--- src/rtl/dmem_lsu_pkg.sv ---
// Shared types for the load/store unit: access sizes, FSM states, word-offset mask.
// Combinational definitions only; no latency or backpressure of its own.
package dmem_lsu_pkg;

  typedef enum logic [1:0] {
    SZ_BYTE = 2'b00,
    SZ_HALF = 2'b01,
    SZ_WORD = 2'b10,
    SZ_ILL  = 2'b11
  } size_e;

  typedef enum logic [2:0] {
    ST_IDLE   = 3'd0,
    ST_LOAD   = 3'd1,
    ST_RMW_RD = 3'd2,
    ST_WRITE  = 3'd3,
    ST_RESP   = 3'd4
  } state_e;

  localparam logic [31:0] WORD_OFS_MASK = 32'h0000_0003;

endpackage

--- src/rtl/dmem_lsu_lane.sv ---
// Byte-lane steering: extracts/extends a load lane and merges store data into a read word.
// Purely combinational, zero latency, no flow control.
module dmem_lsu_lane
  import dmem_lsu_pkg::*;
(
  input  logic [1:0]  i_ofs,
  input  size_e       i_size,
  input  logic        i_unsigned,
  input  logic [31:0] i_rd,
  input  logic [31:0] i_wdata,
  output logic [31:0] o_load,
  output logic [31:0] o_merge
);

  logic [7:0]  w_byte;
  logic [15:0] w_half;

  always_comb begin
    w_byte = 8'h00;
    case (i_ofs)
      2'd0: w_byte = i_rd[7:0];
      2'd1: w_byte = i_rd[15:8];
      2'd2: w_byte = i_rd[23:16];
      2'd3: w_byte = i_rd[31:24];
      default: w_byte = 8'h00;
    endcase
    w_half = i_ofs[1] ? i_rd[31:16] : i_rd[15:0];

    o_load = i_rd;
    case (i_size)
      SZ_BYTE: o_load = {{24{~i_unsigned & w_byte[7]}}, w_byte};
      SZ_HALF: o_load = {{16{~i_unsigned & w_half[15]}}, w_half};
      default: o_load = i_rd;
    endcase

    o_merge = i_rd;
    case (i_size)
      SZ_BYTE: begin
        case (i_ofs)
          2'd0: o_merge[7:0]   = i_wdata[7:0];
          2'd1: o_merge[15:8]  = i_wdata[7:0];
          2'd2: o_merge[23:16] = i_wdata[7:0];
          2'd3: o_merge[31:24] = i_wdata[7:0];
          default: o_merge = i_rd;
        endcase
      end
      SZ_HALF: begin
        if (i_ofs[1]) o_merge[31:16] = i_wdata[15:0];
        else          o_merge[15:0]  = i_wdata[15:0];
      end
      SZ_WORD: o_merge = i_wdata;
      default: o_merge = i_rd;
    endcase
  end

endmodule

--- src/rtl/dmem_lsu.sv ---
// Byte/half/word load-store unit over a word-wide dmem; sub-word stores use read-modify-write.
// Response 1 cycle after accept on error, 2 for load/word store, 3 for sub-word store; ready only in IDLE.
// Optional DMEM_LSU_RANGE_CHECK_EN rejects addresses beyond MEM_WORDS.
module dmem_lsu
  import dmem_lsu_pkg::*;
#(
  parameter int MEM_WORDS = 64
) (
  input  logic        i_clk,
  input  logic        i_reset,
  input  logic        i_req_valid,
  output logic        o_req_ready,
  input  logic        i_req_we,
  input  logic [1:0]  i_req_size,
  input  logic        i_req_unsigned,
  input  logic [31:0] i_req_addr,
  input  logic [31:0] i_req_wdata,
  output logic        o_resp_valid,
  output logic        o_resp_err,
  output logic [31:0] o_resp_rdata,
  output logic        o_mem_we,
  output logic [31:0] o_mem_a,
  output logic [31:0] o_mem_wd,
  input  logic [31:0] i_mem_rd
);

  state_e      r_state;
  state_e      w_next;
  logic        r_we;
  size_e       r_size;
  logic        r_unsigned;
  logic [31:0] r_addr;
  logic [31:0] r_wdata;
  logic [31:0] r_merge;
  logic        r_resp_err;
  logic [31:0] r_resp_rdata;

  logic        w_accept;
  logic        w_range_err;
  logic        w_req_err;
  logic [31:0] w_lane_load;
  logic [31:0] w_lane_merge;

`ifdef DMEM_LSU_RANGE_CHECK_EN
  assign w_range_err = (i_req_addr[31:2] >= 30'(MEM_WORDS));
`else
  assign w_range_err = 1'b0;
`endif

  assign w_req_err = (i_req_size == SZ_ILL)
                   | ((i_req_size == SZ_HALF) & i_req_addr[0])
                   | ((i_req_size == SZ_WORD) & (|i_req_addr[1:0]))
                   | w_range_err;

  assign w_accept = i_req_valid & (r_state == ST_IDLE) & ~i_reset;

  dmem_lsu_lane u_lane (
    .i_ofs      (r_addr[1:0]),
    .i_size     (r_size),
    .i_unsigned (r_unsigned),
    .i_rd       (i_mem_rd),
    .i_wdata    (r_wdata),
    .o_load     (w_lane_load),
    .o_merge    (w_lane_merge)
  );

  always_ff @(posedge i_clk) begin
    if (i_reset) r_state <= ST_IDLE;
    else         r_state <= w_next;
  end

  always_comb begin
    w_next       = r_state;
    o_req_ready  = 1'b0;
    o_resp_valid = 1'b0;
    o_mem_we     = 1'b0;
    o_mem_a      = 32'h0;
    o_mem_wd     = 32'h0;
    case (r_state)
      ST_IDLE: begin
        o_req_ready = ~i_reset;
        if (w_accept) begin
          if (w_req_err)              w_next = ST_RESP;
          else if (!i_req_we)         w_next = ST_LOAD;
          else if (i_req_size == SZ_WORD) w_next = ST_WRITE;
          else                        w_next = ST_RMW_RD;
        end
      end
      ST_LOAD: begin
        o_mem_a = r_addr & ~WORD_OFS_MASK;
        w_next  = ST_RESP;
      end
      ST_RMW_RD: begin
        o_mem_a = r_addr & ~WORD_OFS_MASK;
        w_next  = ST_WRITE;
      end
      ST_WRITE: begin
        // Gated so a reset landing on the write cycle cannot commit a partial store.
        o_mem_we = ~i_reset;
        o_mem_a  = r_addr & ~WORD_OFS_MASK;
        o_mem_wd = (r_size == SZ_WORD) ? r_wdata : r_merge;
        w_next   = ST_RESP;
      end
      ST_RESP: begin
        o_resp_valid = 1'b1;
        w_next       = ST_IDLE;
      end
      default: w_next = ST_IDLE;
    endcase
  end

  always_ff @(posedge i_clk) begin
    if (i_reset) begin
      r_we         <= 1'b0;
      r_size       <= SZ_BYTE;
      r_unsigned   <= 1'b0;
      r_addr       <= 32'h0;
      r_wdata      <= 32'h0;
      r_merge      <= 32'h0;
      r_resp_err   <= 1'b0;
      r_resp_rdata <= 32'h0;
    end else begin
      case (r_state)
        ST_IDLE: begin
          if (w_accept) begin
            r_we       <= i_req_we;
            r_size     <= size_e'(i_req_size);
            r_unsigned <= i_req_unsigned;
            r_addr     <= i_req_addr;
            r_wdata    <= i_req_wdata;
            r_resp_err <= w_req_err;
            if (w_req_err) r_resp_rdata <= 32'h0;
          end
        end
        ST_LOAD:   r_resp_rdata <= w_lane_load;
        ST_RMW_RD: r_merge      <= w_lane_merge;
        ST_WRITE:  r_resp_rdata <= 32'h0;
        default: ;
      endcase
    end
  end

  assign o_resp_err   = r_resp_err;
  assign o_resp_rdata = r_resp_rdata;

  logic w_unused;
  assign w_unused = r_we;

endmodule

--- config.mk ---
export PLATFORM = sky130hd
export DESIGN_NAME = dmem_lsu
export DESIGN_NICKNAME = d
export VERILOG_FILES = /design/src/rtl/dmem_lsu_pkg.sv /design/src/rtl/dmem_lsu_lane.sv /design/src/rtl/dmem_lsu.sv
export SDC_FILE = /design/constraint.sdc
export NUM_CORES = 1
export LEC_CHECK = 0
export BUFFER_PORTS_ARGS = -buffer_cell sky130_fd_sc_hd__buf_4
export CAP_MARGIN = 20
export CORE_MARGIN = 10
export CORE_UTILIZATION = 56
export CTS_BUF_LIST = sky130_fd_sc_hd__clkbuf_16
export DETAILED_ROUTE_END_ITERATION = 10
export HOLD_SLACK_MARGIN = 0.12
export PLACE_DENSITY = 0.93
export SLEW_MARGIN = 20
export SYNTH_ARGS = -nofsm -noshare
export SYNTH_HDL_FRONTEND = slang
export SYNTH_SLANG_ARGS = --single-unit
--- constraint.sdc ---
create_clock -name i_clk -period 2.8 [get_ports i_clk]
set_clock_uncertainty 0.1 [all_clocks]
set_input_delay 0.56 -clock i_clk [delete_from_list [all_inputs] [get_ports i_clk]]
set_output_delay 0.56 -clock i_clk [all_outputs]
set_load 0.05 [all_outputs]
==> impl_metrics.json <==
{
  "rows": 39,
  "synth_area_leaders": "dfxtp_1, nand2_1, a21oi_1",
  "synth_top_area_frac": 0.402,
  "h-tree-depth": 4,
  "m1WireLength_um": 8380,
  "grt_pass1_wl_um": 35200,
  "cts_buffers": 17,
  "synthFlopType": "dfxtp_1",
  "syn_area_per_cell_um2": 7.71,
  "hold_end": "r_wdata[9]$_SDFFE_PP0P_",
  "io_buffers": 200,
  "routedWlPerCell_um": 19.1,
  "synth-edff-count": 0,
  "drive_gt1_frac": 0.268,
  "r2r_start": "r_size[1]$_SDFFE_PP0P_",
  "tightest_slew_ns": 0.891,
  "finalNonFillerCells": 1188,
  "endpoint_kind": "output port",
  "ant_nets": 0,
  "min_path_cells": 3,
  "r2r_cells": 5,
  "final_cell_area_um2": 8720,
  "cts-root-buf": "clkbuf_16",
  "cp.arrival_ns": 1.98,
  "post_cts_buffers": 0,
  "drc": 0,
  "dr.max_layer_used": "met4",
  "first_pass_iters": 6,
  "detail_route.iter0.violations": 915,
  "tns_ns": 0,
  "maxCapViolations": 0,
  "min_from": "i_req_wdata[9]",
  "path_class": "flop to output port",
  "die_h_um": 130,
  "setup_violations": 0,
  "synthCells": 871,
  "yosys.area.top_type": "dfxtp_1",
  "cp_max_fo": 14,
  "vdd_drop_max_mv": 0.378,
  "r2r_slack_ns": 0.42,
  "cts_buffer_depth": 2,
  "overflow": 0,
  "hpwl_um": 16300,
  "antenna_cells": 0,
  "rsz0062_at_grt": "false",
  "antenna_found_initial": 0,
  "dpl.cell_count": 1158,
  "viasPerCell": 6.05,
  "first_global_vias": 6789,
  "hold_class": "input port to flop",
  "cellLeakagePower_uw": 0.00352,
  "core_area_um2": 11600,
  "netlist_area_um2": 6720,
  "maxSlewViolCount": 0,
  "yosys_warnings": 0,
  "synthDistinctLibCells": 47,
  "hold_viol_final": 0,
  "clock_latency_ns": 0.42,
  "fmax_mhz": 379,
  "dr_wl_met3_um": 3270,
  "layout.nets": 1137,
  "dieArea_um2": 16800,
  "dieWidth_um": 130,
  "postPlaceCellArea_um2": 8230,
  "cts.hold.buffers_added": 0,
  "vias": 7191,
  "grt_max_degree": 70,
  "synth-seq-area-share": 0.402,
  "start_util": 0.581,
  "wl_um": 22700,
  "ys_ff_latch": 135,
  "place_congestion": 0.962,
  "critical_path_required_ns": 2.14,
  "fin_crit_ns": 2.64,
  "synthToLayoutAreaGrowth_pct": 29.8,
  "track_usage": 0.261,
  "powerDensity_nw_per_um2": 553,
  "synth_async_sr_flop_share": 0,
  "wl_met2_um": 10000,
  "clkSlewWorstSetupHoldPaths_ns": 0.06,
  "ios": 203,
  "cts_tree": "built",
  "slew_headroom": 0.406,
  "startpoint_type": "flop",
  "r2r_end": "o_resp_rdata[22]$_SDFFE_PP0P_",
  "status": "finished clean",
  "final_cell_mix": "nand2_1, buf_4, dfxtp_1, a21oi_1, nor2_1",
  "cts_sinks": 135,
  "final_common_cell": "nand2_1",
  "fin_crit_sh": 0.943
}
[per-layer routing]
| layer | up-vias | track usage |
|---|---|---|
| met2 | 500 | 0.404 |
| met4 | 0 | 0.142 |
| li1 | 3375 | - |
| met5 | - | 0 |
| met3 | 99 | 0.115 |
| met1 | 3217 | 0.300 |
[metrics by stage]
stage | worst slack, ns | hold slack [ns] | power (uW) | utilization
2_1_floorplan | 0.0186 | 0.332 | 2670 | -
3_3_place_gp | 0.552 | 0.337 | 2960 | 0.712
3_5_place_dp | 0.472 | 0.342 | 2980 | 0.712
4_1_cts | 0.116 | 0.277 | 4820 | 0.753
5_1_grt | 0.0607 | 0.284 | 4990 | 0.754
6_report | 0.161 | 0.285 | 4820 | 0.754
[logic make-up after synthesis]
kind of cell           share of synthesized area
AOI/OAI and AO/OA                          0.269
buffers and inverters                     0.0620
DFF                                        0.402
muxes                                     0.0352
other                                   0.000558
and+or+nand+nor                            0.231
[cell type report]
cell class	count	area [um2]
multi-input combinational	646	3610
fill	876	2850
sequential	135	2700
timing repair buffer	224	1710
clock buffer	17	425
tap	143	179
clock inverter	13	53.8
inverter	10	37.5
[synth_stat cells, drive strengths merged, types with 5 or more instances]
library cell  count
a211oi            8
a21oi           123
a221o            16
a221oi           13
a22o              9
a22oi            11
a311oi           26
and2             36
buf              36
clkbuf           45
dfxtp           135
inv              10
mux2             21
nand2           224
nand2b            7
nand3            19
nor2             40
nor2b             5
o21ai            30
o21bai            7
o2bb2ai           7
or3               8
[report_power, final]
part	total [uW]	leakage [uW]	switching, uW	internal [uW]
combinational	850	0.00217	520	330
sequential	2120	0.00110	87.8	2030
clock	1850	0.000258	773	1080
total	4820	0.00352	1380	3440
[worst max path at each step]
stage                            start  depth (start not counted)                            end
2_1_floorplan                  i_reset                          7  o_resp_rdata[27]$_SDFFE_PP0P_
6_report       r_state[2]$_SDFFE_PP0P_                          5                   o_mem_wd[31]
4_1_cts         r_size[0]$_SDFFE_PP0P_                          5                   o_mem_wd[24]
3_3_place_gp                   i_reset                          5  o_resp_rdata[16]$_SDFFE_PP0P_
3_5_place_dp    r_size[1]$_SDFFE_PP0P_                          5  o_resp_rdata[22]$_SDFFE_PP0P_
5_1_grt         r_size[1]$_SDFFE_PP0P_                          5                   o_mem_wd[16]
[flip-flops by register name (all words and copies together), names as in the netlist]
register      flops
r_state           3
r_merge          32
r_addr           32
o_resp_rdata     32
o_resp_err        1
r_wdata          32
r_size            2
r_unsigned        1
[worst max-delay path: stages, from the launching register on]
cell	delay [ns]
dfxtp_1	0.38
and2b_2	0.32
nand2_1	0.16
buf_4	0.25
a21oi_1	0.20
buf_4	0.24
[what timing repair did]
action | in CTS | in global routing
gates resized for setup | 0 | 2
endpoints found under the hold margin | 0 | 0
endpoints found under the setup margin | 0 | 2
Power figures use the tool's default switching activity.
